===== src/rtl/sincos_pkg.sv =====
// Shared types and constants for the sin/cos request scheduler.
package sincos_pkg;

   typedef enum logic [1:0] {IDLE, ISSUE, WAIT, RESP} sched_state_t;

   localparam logic        FUNC_SIN  = 1'b0;
   localparam logic        FUNC_COS  = 1'b1;
   localparam logic [31:0] FP32_QNAN = 32'h7FC00000;

endpackage


===== src/rtl/sincos_sched_rr_arbiter.sv =====
// Combinational round-robin picker: first asserted request at or above ptr, wrapping modulo NREQ.
module rr_arbiter
   import sincos_pkg::*;
#(
   parameter int unsigned NREQ = 4,
   parameter int unsigned IDW  = $clog2(NREQ)
) (
   input  logic [NREQ-1:0] req,
   input  logic [IDW-1:0]  ptr,
   output logic [NREQ-1:0] grant,
   output logic [IDW-1:0]  grant_id
);

   logic           found;
   logic [IDW-1:0] idx;

   always_comb begin
      grant    = '0;
      grant_id = '0;
      found    = 1'b0;
      idx      = '0;
      for (int unsigned k = 0; k < NREQ; k++) begin
         idx = IDW'((32'(ptr) + k) % NREQ);
         if (!found && req[idx]) begin
            found       = 1'b1;
            grant[idx]  = 1'b1;
            grant_id    = idx;
         end
      end
   end

endmodule


===== src/rtl/sincos_sched.sv =====
// sincos_sched: shares one sin/cos evaluation unit among NREQ requesters, one job at a time.
// Define SINCOS_TIMEOUT_EN to build a watchdog that aborts a stuck job with a quiet-NaN result.
module sincos_sched
   import sincos_pkg::*;
#(
   parameter int unsigned NREQ           = 4,
   parameter int unsigned IDW            = $clog2(NREQ),
   parameter int unsigned TIMEOUT_CYCLES = 64
) (
   input  logic              clk,
   input  logic              rst,
   input  logic [NREQ-1:0]   req_valid,
   input  logic [NREQ*32-1:0] req_opx,
   input  logic [NREQ-1:0]   req_func,
   output logic [NREQ-1:0]   req_ready,
   output logic              resp_valid,
   output logic [IDW-1:0]    resp_id,
   output logic [31:0]       resp_data,
   output logic              resp_err,
   output logic              unit_start,
   output logic [31:0]       unit_opx,
   output logic              unit_func,
   input  logic [31:0]       unit_result,
   input  logic              unit_done,
   output logic              busy
);

   if (NREQ < 2 || NREQ > 8 || TIMEOUT_CYCLES < 2) begin : g_bad_params
      $error("sincos_sched: NREQ must be 2..8 and TIMEOUT_CYCLES at least 2");
   end

   sched_state_t    state_q, state_d;
   logic [IDW-1:0]  rr_ptr_q, rr_ptr_d;
   logic [IDW-1:0]  cur_id_q, cur_id_d;
   logic [IDW-1:0]  resp_id_q, resp_id_d;
   logic [31:0]     unit_opx_q, unit_opx_d;
   logic            unit_func_q, unit_func_d;
   logic [31:0]     resp_data_q, resp_data_d;
   logic [NREQ-1:0] req_ready_q, req_ready_d;

   logic [NREQ-1:0] grant;
   logic [IDW-1:0]  grant_id;

`ifdef SINCOS_TIMEOUT_EN
   localparam int unsigned CNTW = $clog2(TIMEOUT_CYCLES);
   logic [CNTW-1:0] wd_cnt_q, wd_cnt_d;
   logic            resp_err_q, resp_err_d;
   logic            wd_expired;

   assign wd_expired = (wd_cnt_q == CNTW'(TIMEOUT_CYCLES - 1));
`endif

   rr_arbiter #(
      .NREQ (NREQ),
      .IDW  (IDW)
   ) u_arb (
      .req      (req_valid),
      .ptr      (rr_ptr_q),
      .grant    (grant),
      .grant_id (grant_id)
   );

   always_ff @(posedge clk) begin
      if (rst) begin
         state_q     <= IDLE;
         rr_ptr_q    <= '0;
         cur_id_q    <= '0;
         resp_id_q   <= '0;
         unit_opx_q  <= '0;
         unit_func_q <= FUNC_SIN;
         resp_data_q <= '0;
         req_ready_q <= '0;
`ifdef SINCOS_TIMEOUT_EN
         wd_cnt_q    <= '0;
         resp_err_q  <= 1'b0;
`endif
      end else begin
         state_q     <= state_d;
         rr_ptr_q    <= rr_ptr_d;
         cur_id_q    <= cur_id_d;
         resp_id_q   <= resp_id_d;
         unit_opx_q  <= unit_opx_d;
         unit_func_q <= unit_func_d;
         resp_data_q <= resp_data_d;
         req_ready_q <= req_ready_d;
`ifdef SINCOS_TIMEOUT_EN
         wd_cnt_q    <= wd_cnt_d;
         resp_err_q  <= resp_err_d;
`endif
      end
   end

   always_comb begin
      state_d     = state_q;
      rr_ptr_d    = rr_ptr_q;
      cur_id_d    = cur_id_q;
      resp_id_d   = resp_id_q;
      unit_opx_d  = unit_opx_q;
      unit_func_d = unit_func_q;
      resp_data_d = resp_data_q;
      req_ready_d = '0;
`ifdef SINCOS_TIMEOUT_EN
      wd_cnt_d    = wd_cnt_q;
      resp_err_d  = resp_err_q;
`endif
      unique case (state_q)
         IDLE: begin
            // The acceptance pulse is registered here so it lines up with unit_start in ISSUE.
            if (|req_valid) begin
               state_d     = ISSUE;
               cur_id_d    = grant_id;
               unit_opx_d  = req_opx[32*grant_id +: 32];
               unit_func_d = req_func[grant_id];
               req_ready_d = grant;
            end
         end
         ISSUE: begin
            state_d = WAIT;
`ifdef SINCOS_TIMEOUT_EN
            wd_cnt_d = '0;
`endif
         end
         WAIT: begin
            if (unit_done) begin
               state_d     = RESP;
               resp_data_d = unit_result;
               resp_id_d   = cur_id_q;
`ifdef SINCOS_TIMEOUT_EN
               resp_err_d  = 1'b0;
            end else if (wd_expired) begin
               state_d     = RESP;
               resp_data_d = FP32_QNAN;
               resp_id_d   = cur_id_q;
               resp_err_d  = 1'b1;
            end else begin
               wd_cnt_d    = wd_cnt_q + 1'b1;
`endif
            end
         end
         RESP: begin
            state_d  = IDLE;
            rr_ptr_d = (cur_id_q == IDW'(NREQ - 1)) ? '0 : cur_id_q + 1'b1;
         end
         default: state_d = IDLE;
      endcase
   end

   always_comb begin
      unit_start = (state_q == ISSUE);
      resp_valid = (state_q == RESP);
      busy       = (state_q != IDLE);
   end

   assign req_ready = req_ready_q;
   assign unit_opx  = unit_opx_q;
   assign unit_func = unit_func_q;
   assign resp_id   = resp_id_q;
   assign resp_data = resp_data_q;
`ifdef SINCOS_TIMEOUT_EN
   assign resp_err  = resp_err_q;
`else
   assign resp_err  = 1'b0;
`endif

endmodule


===== config.mk =====
export PLATFORM = sky130hd
export DESIGN_NAME = sincos_sched
export DESIGN_NICKNAME = d
export VERILOG_FILES = /design/src/rtl/sincos_pkg.sv /design/src/rtl/sincos_sched_rr_arbiter.sv /design/src/rtl/sincos_sched.sv
export SDC_FILE = /design/constraint.sdc
export NUM_CORES = 1
export LEC_CHECK = 0
export ABC_AREA = 0
export CAP_MARGIN = 20
export CORE_MARGIN = 2
export CORE_UTILIZATION = 40
export CTS_CLUSTER_DIAMETER = 60
export CTS_CLUSTER_SIZE = 25
export DETAILED_ROUTE_END_ITERATION = 8
export GPL_ROUTABILITY_DRIVEN = 0
export PLACE_DENSITY = 0.91
export SLEW_MARGIN = 20
export SYNTH_ARGS = -nofsm -noshare
export SYNTH_HDL_FRONTEND = slang
export SYNTH_HIERARCHICAL = 1
export SYNTH_SLANG_ARGS = --single-unit
export TNS_END_PERCENT = 1

===== constraint.sdc =====
create_clock -name clk -period 6.65 [get_ports clk]
set_input_delay 0.9975 -clock clk [delete_from_list [all_inputs] [get_ports clk]]
set_output_delay 0.9975 -clock clk [all_outputs]
set_load 0.1 [all_outputs]

---- Yosys cells after proc, flatten, opt, wreduce, memory -nomap -nowiden ----
Cells that the tools add are included.
operators by class
  mux-type cells .......................... 33
  shift-type cells ........................ 1
  bitwise operators ....................... 5
  add/sub/neg operators ................... 4
  reduce and logical (&&, ||, !) cells .... 17
  eq/ne operators ......................... 6
  $lt $le $gt $ge ......................... 9
operators by type and width
  kind                 number
  $shiftx 128x8->32    1
  $mux 4               4
  $lt 2x3->1 const B   5
  $mux 2               7
  $mux 1               12
  $or 4x4->4           3
  $bmux 1 s2           5
  $demux 1 s2          4
  $ge 2x1->1 const B   4
  $pmux 2 s4           1
  $logic_and 1x1->1    7
  $eq 2x2->1 const B   3
  $reduce_and 2->1     3
  $add 2x1->2 const B  2
  $add 2x2->2 const B  2
  $ne 2x2->1 const B   2
  $reduce_or 4->1      1
  $logic_not 1->1      3
  $reduce_or 3->1      1
  $eq 2x1->1 const B   1
  $logic_not 2->1      1
  $not 1->1            2
  $reduce_bool 2->1    1
storage, ports and cells
  bits in registers ....................... 77
  output and inout port bits .............. 75
  logic and storage cells ................. 83
  bits of input ports ..................... 171

---- Logic depth before layout (Yosys ltp) ----
Gate-level depths: netlist of the first run.
  depth in word-level cells ............... 14
  gate-level depth with buffers ........... 12
  mapped depth without buffers ............ 8

---- Cells and area by module ----
Netlist of the first run, hierarchy kept.
modules (own cells, without submodules)
  module        area each (µm²)  instances  cells each  sequential area each (µm²)
  sincos_sched  3,443.3          1          306         1,541.5
  rr_arbiter    489.2            1          65          0.0

---- Worst setup path after synthesis of the first run ----
OpenSTA, ideal clock, no wires.
  path type ............................... input port to flip-flop
  start point ............................. input req_valid[1]
  end point ............................... register unit_func_q, in the netlist unit_func
  data arrival time ....................... 3.206 ns
  path buffers ............................ 3
  path slack .............................. 3.326 ns
  library setup time ...................... 0.117 ns
  stages .................................. 9
  path through ............................ clkbuf_2 -> and3b_1 -> o21ai_0 -> o31ai_1 -> o31a_1 -> buf_2 -> buf_2 -> mux4_2 -> a22o_2
on the way
  word-level cells in the longest chain between the ends .. 14
  elaborated cells on any way between the ends .. 25
  those cells by class .................... mux: 17; reduce/logical: 8
RTL lines
  what                            line                           source
  from (decl)                     sincos_sched.sv:12             input logic [NREQ-1:0] req_valid,
  $bmux 1 s2                      sincos_sched_rr_arbiter.sv:24  if (!found && req[idx]) begin
  $mux 1 (implied by the code)    sincos_sched_rr_arbiter.sv:24
  $mux 1                          sincos_sched_rr_arbiter.sv:24
  $logic_not 1->1                 sincos_sched_rr_arbiter.sv:24
  $logic_and 1x1->1               sincos_sched_rr_arbiter.sv:24
  $mux 1                          sincos_sched_rr_arbiter.sv:24
  $logic_not 1->1                 sincos_sched_rr_arbiter.sv:24
  $logic_and 1x1->1               sincos_sched_rr_arbiter.sv:24
  $mux 1                          sincos_sched_rr_arbiter.sv:24
  $logic_not 1->1                 sincos_sched_rr_arbiter.sv:24
  $logic_and 1x1->1               sincos_sched_rr_arbiter.sv:24
  $mux 2 *                        sincos_sched_rr_arbiter.sv:24
  net grant_id[0]                 sincos_sched.sv:42             logic [IDW-1:0] grant_id;
  $bmux 1 s2 *                    sincos_sched.sv:113            unit_func_d = req_func[grant_id];
  $mux 1 (implied by the code) *  sincos_sched.sv:113
  to (signal assigned)            sincos_sched.sv:83             unit_func_q <= unit_func_d;
  to (decl)                       sincos_sched.sv:37             logic unit_func_q, unit_func_d;
The timed path passes the listed nets; every way through them passes the cells marked *. The select of a mux whose other input is x is not followed.
A chain may end at the register's enable or synchronous reset.

---- Worst setup path in the final report of the first run ----
  start point ............................. input req_valid[1]
  end point ............................... register unit_opx_q[19], in the netlist unit_opx[19]
on the way
  word-level cells in the longest chain between the ends .. 13
  elaborated cells on any way between the ends .. 24
  those cells by class .................... shift: 1; mux: 15; reduce/logical: 8
RTL lines
  what                          line                           source
  $bmux 1 s2                    sincos_sched_rr_arbiter.sv:24
  $mux 1 (implied by the code)  sincos_sched_rr_arbiter.sv:24
  $mux 1                        sincos_sched_rr_arbiter.sv:24
  $logic_not 1->1               sincos_sched_rr_arbiter.sv:24
  $logic_and 1x1->1             sincos_sched_rr_arbiter.sv:24
  $mux 1                        sincos_sched_rr_arbiter.sv:24
  $logic_not 1->1               sincos_sched_rr_arbiter.sv:24
  $logic_and 1x1->1             sincos_sched_rr_arbiter.sv:24
  $mux 1                        sincos_sched_rr_arbiter.sv:24
  $logic_not 1->1               sincos_sched_rr_arbiter.sv:24
  $logic_and 1x1->1             sincos_sched_rr_arbiter.sv:24
  $mux 2 *                      sincos_sched_rr_arbiter.sv:24
  net grant_id[0]               sincos_sched.sv:42
  $shiftx 128x8->32 *           sincos_sched.sv:112            unit_opx_d = req_opx[32*grant_id +: 32];
  to (signal assigned)          sincos_sched.sv:82             unit_opx_q <= unit_opx_d;
  to (decl)                     sincos_sched.sv:36             logic [31:0] unit_opx_q, unit_opx_d;
Marked as above.

==> results of run 1 <==
-- state kept, by name (all words and copies together), names as in the netlist --
signal / cells
unit_func: 1
cur_id_q: 2
resp_id: 2
unit_opx: 32
rr_ptr_q: 2
state_q: 2
resp_data: 32
req_ready: 4
-- metal layers --
layer,vias to the layer above,track usage,share of wire
li1,1804,-,-
met1,1783,0.261,0.36
met2,203,0.403,0.49
met3,38,0.0827,0.098
met4,0,0.136,0.044
met5,-,0,0
-- worst max path at each step --
stage / from / end / cells after the start
floorplan: req_valid[1] / unit_func$_SDFFE_PP0P_ / 9
global placement: req_valid[1] / unit_opx[12]$_SDFFE_PP0P_ / 8
detailed placement: req_valid[1] / unit_opx[19]$_SDFFE_PP0P_ / 8
CTS: req_valid[1] / unit_opx[19]$_SDFFE_PP0P_ / 8
global route: req_valid[1] / unit_opx[19]$_SDFFE_PP0P_ / 8
finish: req_valid[1] / unit_opx[19]$_SDFFE_PP0P_ / 8
-- report_power, final --
group | leakage [uW] | switching [uW] | internal (uW)
Clock | 0.000102 | 172 | 194
Combinational | 0.00164 | 1160 | 543
Sequential | 0.000629 | 75.3 | 576
-- cell families (layout without fill, tap and decap cells) --
logic type | Yosys count | count (layout)
buffers and inverters | 41 | 271
adder cells (fa/ha/maj) | 10 | 10
other | 1 | 1
flip-flops | 77 | 77
AND/OR/NAND/NOR | 107 | 107
multiplexers | 43 | 43
AO/OA/AOI/OAI | 92 | 92
-- worst reg2reg max path, stage by stage, from the launching register on --
cell and delay (ns):
dfxtp_1 0.78, inv_1 0.19, ha_1 0.45, o21ai_0 0.12, o31ai_1 0.52, o31a_2 0.84
buf_4 0.39, mux4_2 0.54, a22o_2 0.22
-- cell usage in the layout (no fill, tap or decap), types with 2 or more instances in the layout --
| master | Yosys | layout |
|---|---|---|
| and2_1 | 5 | 4 |
| mux2i_1 | 7 | 7 |
| nor3b_1 | 2 | 2 |
| buf_4 | 1 | 4 |
| inv_1 | 7 | 7 |
| o21ai_0 | 8 | 8 |
| nor2_1 | 8 | 8 |
| clkdlybuf4s50_1 | 0 | 244 |
| a22o_1 | 4 | 4 |
| mux4_2 | 36 | 36 |
| clkbuf_8 | 0 | 11 |
| and3b_1 | 2 | 2 |
| nand2b_1 | 4 | 4 |
| a221o_2 | 4 | 4 |
| clkinvlp_4 | 0 | 2 |
| a21oi_1 | 35 | 35 |
| nand2_1 | 79 | 78 |
| ha_1 | 10 | 10 |
| a22o_2 | 30 | 30 |
| dfxtp_1 | 77 | 77 |
-- through the flow --
step	hold WS (ns)	total power, uW	setup slack (ns)
floorplan	0.448	1940	3.33
global placement	0.441	2330	2.11
detailed placement	0.450	2370	1.93
CTS	0.461	2740	2.32
global route	0.481	2830	2.06
finish	0.461	2720	2.33
-- final cells by class --
class,instances,area share
Multi-Input combinational cell,253,0.334
Clock buffer,11,0.0228
Tap cell,133,0.0251
Timing Repair Buffer,248,0.373
Inverter,7,0.00396
Clock inverter,5,0.00887
Sequential cell,77,0.233
==> out/results.tsv, run 1 <==
stage	metric	value	unit
detailed_routing	Residual DRC	0	
min_path	hold path depth	2	
critical_path	crit path DAT	4.56	ns
pwr	VDD IR-drop max	190	uV
finish	post-route cell area	6630	um^2
global_routing	vias in the first global route	3905	
pwr	leak pwr	0.00237	uW
floorplanning	IO Pins	246	
floorplanning	die height	103	um
finish	Final Non-Filler Cells	734	
yosys	async set-reset flop share out of synthesis	0	
detailed_routing	Routed WL per cell	18.4	um
yosys	Synth Area in XOR/XNOR	0	
floorplanning	Starting Density	0.408	
yosys	Synth area leader	dfxtp_1	
yosys	Main synth FF type	dfxtp_1	
detailed_routing	WL final	13500	um
timing	slew margin rel.	0.284	
clock_tree	Resize count post-CTS	0	
place	Placed Area	6410	um^2
yosys	Compound-Gate Fraction of Synth Area	0.180	
clock_tree	postcts setup bufs	0	
yosys	area share of the largest cell type after synthesis	0.392	
detailed_routing	first-pass detailed-route iteration total	4	
timing	RSZ-0062 raised after global routing	false	
yosys	Yosys reg bits	77	
clock_tree	count of clock tree sinks	77	
yosys	synthesized net count	552	
yosys	Mapped Area	3930	um^2
global_routing	GRT Total Usage	0.239	
min_path	Min-Delay Endpoint	resp_data[25]$_SDFFE_PP0P_	
detailed_routing	Avg Vias per Cell	5.22	
timing	clock skew	0.0126	ns
detailed_routing	via count	3828	
global_routing	pin count of the biggest net entering global routing	43	
finish	register area	1540	um^2
floorplanning	placement row count	36	
clock_tree	H-tree depth	3	
clock_tree	hold buffers post-CTS	0	
critical_path	required time worst endpoint	6.89	ns
timing	final setup vio count	0	
timing	fmax	231	MHz
timing	Slew Limit Fails	0	
critical_path	crit path max fanout	25	
yosys	area share of and/or/nand/nor cells after synthesis	0.120	
yosys	Synth area leaders	dfxtp_1 39%, mux4_2 21%, a22o_2 7.6%, nand2_1 7.5%, a21oi_1 4.5%	
critical_path	R2R Path Start	rr_ptr_q[0]$_SDFFE_PP0P_	
clock_tree	worst-skew pair later-pin latency	0.34	ns
critical_path	worst reg2reg path depth	8	
finish	# fillers	757	
critical_path	r2r endpoint	unit_opx[19]$_SDFFE_PP0P_	
min_path	worst hold path class	register to register	
finish	Final Util	0.688	
clock_tree	CTS tree	built	
critical_path	critical path startpoint category	primary input	
floorplanning	Die Span X	103	um
place	Post-DP HPWL	10500	um
floorplanning	Die ar.	10600	um^2
critical_path	r2r setup slk	2.51	ns
yosys	Syn Area/Cell	10.6	um^2
floorplanning	Placeable Area	9640	um^2
critical_path	WP buf/inv	2	
critical_path	CP peak stage delay	0.84	ns
global_routing	grt ovf	0	
timing	setup tns final	0	ns
timing	Final Hold Fails	0	
finish	Area growth, synth to finish	68.5	%
yosys	most frequent cell after synthesis	nand2_1	
timing	Tcrit/Tclk final	0.650	
job	maxcap violations	0	
timing	Slew @ Worst Pin	1.07	ns
yosys	Syn Inst Count	371	
global_routing	initial antenna violation count	0	
timing	post-route minimum period	4.32	ns
yosys	Yosys cell types	40	
critical_path	CP max-delay cell	o31a_2	
critical_path	critical path class	primary input to register	
status	status	finished, final reports clean	
yosys	mux cell area share after synthesis	0.224	
critical_path	Critical Path Sink Type	register	
clock_tree	total CTS buffers	9	
critical_path	Largest delay share family, worst path	compound AO/OA/AOI/OAI gates	
pwr	Pwr Density	411	nW/um^2
critical_path	CP Cell Sequence	clkdlybuf4s50_1 -> nor3b_1 -> o21ai_0 -> o31ai_1 -> o31a_2 -> buf_4 -> mux4_2 -> a22o_2	
yosys	post-synthesis sequential area ratio	0.392	
yosys	synthesized-area fraction occupied by adder cells	0.0318	
yosys	EDFF count, synth	0	
finish	Final nets	777	
clock_tree	clk root buf	clkbuf_8	
min_path	worst hold start	resp_data[25]$_SDFFE_PP0P_	
clock_tree	clock slew at reported path FFs	0.09	ns
clock_tree	Max Buffers Root-to-Sink	2	
detailed_routing	ANT nets after route	0	
global_routing	first-pass GRT wire length	19500	um
yosys	Synth Warn #	6	
yosys	main combinational cell family by area after synthesis	multiplexers	
finish	layout cells sized above 1	0.168	
finish	Multi-input gate area	2210	um^2
place	dpl cells	718	
yosys	top cells by count, synth	79 x nand2_1, 77 x dfxtp_1, 36 x mux4_2, 35 x a21oi_1, 30 x a22o_2	
finish	number of inserted diodes	0	
place	Buffers on Ports	244	
detailed_routing	number of DRC markers in iteration 0	136	
Note: power is estimated with default switching activity, not from simulation.
==> run 2: changes to the inputs <==
--- a/config.mk
+++ b/config.mk
@@ -8,12 +8,12 @@
 export ABC_AREA = 0
 export CAP_MARGIN = 20
 export CORE_MARGIN = 2
-export CORE_UTILIZATION = 40
+export CORE_UTILIZATION = 37
 export CTS_CLUSTER_DIAMETER = 60
 export CTS_CLUSTER_SIZE = 25
 export DETAILED_ROUTE_END_ITERATION = 8
 export GPL_ROUTABILITY_DRIVEN = 0
-export PLACE_DENSITY = 0.91
+export PLACE_DENSITY = 0.86
 export SLEW_MARGIN = 20
 export SYNTH_ARGS = -nofsm -noshare
 export SYNTH_HDL_FRONTEND = slang
==> constraint.sdc (replaced) <==
create_clock -name clk -period 4.4 [get_ports clk]
set_input_delay 0.66 -clock clk [delete_from_list [all_inputs] [get_ports clk]]
set_output_delay 0.66 -clock clk [all_outputs]
set_load 0.1 [all_outputs]
==> out/results.tsv, run 2 (same netlist as run 1, synthesis figures left out) <==
stage	metric	value	unit	change
status	status	finished, final reports clean		
place	Buffers on Ports	244		unchanged
clock_tree	worst-skew pair later-pin latency	0.35	ns	about the same
clock_tree	H-tree depth	3		unchanged
floorplanning	placement row count	37		+2.8%
floorplanning	IO Pins	246		unchanged
clock_tree	postcts setup bufs	0		unchanged
clock_tree	Resize count post-CTS	0		unchanged
place	Placed Area	6430	um^2	+0.25%
pwr	Pwr Density	628	nW/um^2	+53%
floorplanning	Placeable Area	10300	um^2	+7.1%
critical_path	required time worst endpoint	4.64	ns	-2.25 ns
timing	Slew Limit Fails	0		unchanged
finish	Final nets	777		unchanged
timing	WHS	0.455	ns	-0.00569 ns
timing	slew margin rel.	0.269		-0.0147
critical_path	Critical Path Sink Type	register		
floorplanning	Die Span X	107	um	+3.8%
job	maxcap violations	0		unchanged
clock_tree	count of clock tree sinks	77		unchanged
detailed_routing	Avg Vias per Cell	5.32		+2.0%
clock_tree	clk root buf	clkbuf_8		
critical_path	crit path DAT	3.82	ns	-0.74 ns
detailed_routing	Residual DRC	0		unchanged
finish	layout cells sized above 1	0.165		-0.00305
pwr	VDD IR-drop max	400	uV	+110%
critical_path	critical path class	register to register		
clock_tree	clock slew at reported path FFs	0.08	ns	about the same
place	Post-DP HPWL	10600	um	+0.79%
critical_path	critical path startpoint category	register		
clock_tree	CTS tree	built		
pwr	leak pwr	0.00238	uW	+0.37%
detailed_routing	Routed WL per cell	19.2	um	+4.6%
global_routing	first-pass GRT wire length	21400	um	+9.6%
timing	post-route minimum period	3.58	ns	
clock_tree	total CTS buffers	9		unchanged
finish	commonest non-fill, non-tap cell in the layout	clkdlybuf4s50_1		
timing	RSZ-0062 raised after global routing	false		
detailed_routing	WL final	14200	um	+4.9%
timing	fmax	280	MHz	
critical_path	crit path max fanout	32		+28%
min_path	worst hold path class	register to register		
detailed_routing	number of DRC markers in iteration 0	348		+160%
finish	register area	1540	um^2	unchanged
timing	Final Hold Fails	0		unchanged
timing	final setup vio count	0		unchanged
clock_tree	hold buffers post-CTS	0		unchanged
global_routing	initial antenna violation count	0		unchanged
floorplanning	Starting Density	0.381		-0.0270
timing	Slew @ Worst Pin	1.09	ns	+0.0220 ns
global_routing	GRT Total Usage	0.242		+0.00299
finish	# fillers	801		+5.8%
global_routing	grt ovf	0		unchanged
finish	Area growth, synth to finish	69.0	%	
finish	number of inserted diodes	0		unchanged
finish	post-route cell area	6650	um^2	+0.30%
detailed_routing	ANT nets after route	0		unchanged
detailed_routing	via count	3914		+2.2%
detailed_routing	first-pass detailed-route iteration total	6		+2
timing	Tcrit/Tclk final	0.813		
global_routing	pin count of the biggest net entering global routing	37		-14%
floorplanning	Die ar.	11500	um^2	+7.8%
global_routing	vias in the first global route	4092		+4.8%
floorplanning	die height	107	um	+3.8%
timing	setup tns final	0	ns	unchanged
finish	commonest cells after routing, fill and taps aside	244 x clkdlybuf4s50_1, 78 x nand2_1, 77 x dfxtp_1		
clock_tree	Max Buffers Root-to-Sink	2		unchanged
timing	clock skew	0.00800	ns	-0.00461 ns
finish	Multi-input gate area	2210	um^2	unchanged
[run 2: layout make-up]
class                   count  share of cell area
clock buffers              10              0.0192
clock inverters             5              0.0130
inverters                   7             0.00395
multi-input cells         253               0.333
flip-flops and latches     77               0.232
well taps                 136              0.0256
repair buffers            248               0.374
[run 2: critical path: stages, from the launching register on]
cell     delay (ns)
dfxtp_1        0.75
inv_1          0.20
ha_1           0.47
o21ai_0        0.14
o31ai_1        0.49
o31a_2         0.30
buf_12         0.27
mux4_2         0.58
a22o_2         0.24
[run 2: routing by layer]
metal	vias to the layer above	routed length (um)	global-route usage
li1	1800	-	-
met2	212	6970	0.413
met3	36	1630	0.106
met1	1866	5110	0.264
met4	0	458	0.0909
met5	-	0	0
[run 2: through the flow]
| step | std cells | utilization | setup slack (ns) | total power, uW |
|---|---|---|---|---|
| 3_3_place_gp | 721 | 0.623 | 0.811 | 3560 |
| 2_1_floorplan | 371 | - | 1.23 | 2940 |
| 6_report | 736 | 0.644 | 0.825 | 4180 |
| 5_1_grt | 736 | 0.644 | 0.596 | 4340 |
| 4_1_cts | 736 | 0.644 | 0.803 | 4200 |
| 3_5_place_dp | 721 | 0.623 | 0.678 | 3590 |
[run 2: power breakdown]
part	switching (uW)	leakage (uW)	total [uW]	internal, uW
combinational	1770	0.00164	2600	829
sequential	118	0.000629	989	871
clock	273	0.000107	593	320
total	2160	0.00238	4180	2020
[run 2: path summary, 6_finish.rpt]
path,to,startpoint,slack [ns],depth (start not counted)
worst max register to register,unit_opx[26]$_SDFFE_PP0P_,rr_ptr_q[0]$_SDFFE_PP0P_,0.82,8
worst max-delay path,unit_opx[26]$_SDFFE_PP0P_,rr_ptr_q[0]$_SDFFE_PP0P_,0.82,8
worst min register to register,resp_data[27]$_SDFFE_PP0P_,resp_data[27]$_SDFFE_PP0P_,0.45,2
worst min-delay path,resp_data[27]$_SDFFE_PP0P_,resp_data[27]$_SDFFE_PP0P_,0.45,2
==> run 3: changes to the inputs <==
--- a/config.mk
+++ b/config.mk
@@ -8,12 +8,12 @@
 export ABC_AREA = 0
 export CAP_MARGIN = 20
 export CORE_MARGIN = 2
-export CORE_UTILIZATION = 37
+export CORE_UTILIZATION = 34
 export CTS_CLUSTER_DIAMETER = 60
 export CTS_CLUSTER_SIZE = 25
 export DETAILED_ROUTE_END_ITERATION = 8
 export GPL_ROUTABILITY_DRIVEN = 0
-export PLACE_DENSITY = 0.86
+export PLACE_DENSITY = 0.83
 export SLEW_MARGIN = 20
 export SYNTH_ARGS = -nofsm -noshare
 export SYNTH_HDL_FRONTEND = slang
==> constraint.sdc (replaced) <==
create_clock -name clk -period 3.25 [get_ports clk]
set_input_delay 0.4875 -clock clk [delete_from_list [all_inputs] [get_ports clk]]
set_output_delay 0.4875 -clock clk [all_outputs]
set_load 0.1 [all_outputs]
==> out/results.tsv, run 3 (same netlist as run 1, synthesis figures left out) <==
stage	metric	value	unit	change
status	status	finished, final reports clean		
global_routing	initial antenna violation count	0		unchanged
global_routing	pin count of the biggest net entering global routing	38		+2.7%
global_routing	first-pass GRT wire length	21800	um	+1.6%
detailed_routing	Avg Vias per Cell	5.26		-1.1%
finish	number of inserted diodes	0		unchanged
finish	# fillers	904		+13%
critical_path	CP Cell Sequence	clkdlybuf4s50_1 -> buf_4 -> nor3b_1 -> o21ai_0 -> o31ai_1 -> o31a_2 -> buf_12 -> mux4_2 -> a22o_2		
detailed_routing	number of DRC markers in iteration 0	217		-38%
timing	setup tns final	0	ns	unchanged
detailed_routing	Residual DRC	0		unchanged
floorplanning	Placeable Area	11400	um^2	+10%
clock_tree	H-tree depth	3		unchanged
clock_tree	clk root buf	clkbuf_16		
clock_tree	CTS tree	built		
floorplanning	die height	112	um	+4.2%
detailed_routing	WL final	14000	um	-1.4%
timing	fmax	350	MHz	
clock_tree	hold buffers post-CTS	0		unchanged
finish	Area growth, synth to finish	73.6	%	
clock_tree	worst-skew pair later-pin latency	0.34	ns	about the same
finish	commonest non-fill, non-tap cell in the layout	clkdlybuf4s50_1		
clock_tree	postcts setup bufs	0		unchanged
critical_path	CP peak stage delay	0.57	ns	-0.18 ns
timing	RSZ-0062 raised after global routing	false		
timing	post-route minimum period	2.86	ns	
floorplanning	Die Span X	112	um	+4.2%
finish	layout cells sized above 1	0.212		+0.0471
timing	final setup vio count	0		unchanged
critical_path	required time worst endpoint	3.48	ns	-1.16 ns
pwr	leak pwr	0.00253	uW	+6.3%
detailed_routing	via count	3977		+1.6%
floorplanning	Die ar.	12400	um^2	+8.5%
global_routing	grt ovf	0		unchanged
timing	Slew @ Worst Pin	1.01	ns	-0.0847 ns
global_routing	grt met2 use	0.377		-0.0360
clock_tree	clock slew at reported path FFs	0.06	ns	-0.02 ns
pwr	Pwr Density	868	nW/um^2	+38%
critical_path	critical path startpoint category	primary input		
finish	Final Util	0.600		-0.0435
timing	post-route setup slack	0.390	ns	-0.435 ns
critical_path	Critical Path Sink Type	register		
finish	commonest cells after routing, fill and taps aside	226 x clkdlybuf4s50_1, 78 x nand2_1, 77 x dfxtp_1		
min_path	worst hold path class	register to register		
pwr	VDD IR-drop max	1030	uV	+160%
place	dpl cells	742		+2.9%
global_routing	M3 GR Usage	0.0789		-0.0268
critical_path	crit path DAT	3.09	ns	-0.73 ns
timing	Tcrit/Tclk final	0.880		
job	maxcap violations	0		unchanged
clock_tree	Resize count post-CTS	0		unchanged
floorplanning	IO Pins	246		unchanged
place	Buffers on Ports	244		unchanged
critical_path	critical path class	primary input to register		
finish	Final nets	791		+1.8%
timing	slew margin rel.	0.326		+0.0566
global_routing	busiest grt layer	met2		
timing	Slew Limit Fails	0		unchanged
detailed_routing	Routed WL per cell	18.5	um	-4.0%
critical_path	crit path max fanout	29		-9.4%
detailed_routing	first-pass detailed-route iteration total	4		-2
place	Post-DP HPWL	10600	um	-0.16%
floorplanning	Starting Density	0.346		-0.0350
clock_tree	total CTS buffers	9		unchanged
global_routing	vias in the first global route	4211		+2.9%
floorplanning	placement row count	39		+5.4%
clock_tree	Max Buffers Root-to-Sink	2		unchanged
clock_tree	count of clock tree sinks	77		unchanged
timing	Final Hold Fails	0		unchanged
place	pre-CTS setup slack	0.0719	ns	-0.606 ns
timing	clock skew	0.00512	ns	-0.00288 ns
finish	Final Non-Filler Cells	756		+2.7%
pwr	total power	5930	uW	+42%
critical_path	CP max-delay cell	clkdlybuf4s50_1		
detailed_routing	ANT nets after route	0		unchanged
global_routing	M1 GR Usage	0.254		-0.00914
global_routing	GRT Total Usage	0.222		-0.0193
run 3: final cells by class:
class / instances / area (um^2) / share of cell area
multi-input combinational: 253 / 2210 / 0.324
tap: 143 / 179 / 0.0262
clock buffer: 10 / 239 / 0.0350
inverter: 7 / 26.3 / 0.00385
clock inverter: 4 / 73.8 / 0.0108
sequential: 77 / 1540 / 0.226
timing repair buffer: 262 / 2560 / 0.375
run 3: worst paths after layout:
path	start	endpoint	slack [ns]	cells past startpoint
max	req_valid[3]	unit_opx[11]$_SDFFE_PP0P_	0.39	9
min	resp_data[12]$_SDFFE_PP0P_	resp_data[12]$_SDFFE_PP0P_	0.46	2
max reg2reg	rr_ptr_q[0]$_SDFFE_PP0P_	unit_opx[11]$_SDFFE_PP0P_	0.49	9
min reg2reg	resp_data[12]$_SDFFE_PP0P_	resp_data[12]$_SDFFE_PP0P_	0.46	2
run 3: through the flow:
stage	hold WS, ns	cell area (um^2)
after floorplan	0.448	3930
after global placement	0.442	6510
after detailed placement	0.450	6510
after CTS	0.455	6820
after global routing	0.473	6830
final	0.457	6830
run 3: layer usage:
layer / share of wire / vias up
met5: 0 / -
met3: 0.088 / 35
li1: - / 1828
met4: 0.033 / 0
met2: 0.50 / 218
met1: 0.38 / 1896
run 3: critical path, delay by kind of cell:
kind	cells	cell delay [ns]
muxes	1	0.55
buffers and inverters	3	1.02
AOI/OAI and AO/OA	4	0.74
and+or+nand+nor	1	0.26
run 3: power breakdown:
part	switching, uW	internal [uW]	total [uW]
combinational	2400	1130	3520
sequential	142	1180	1320
clock	395	685	1080
total	2940	2990	5930
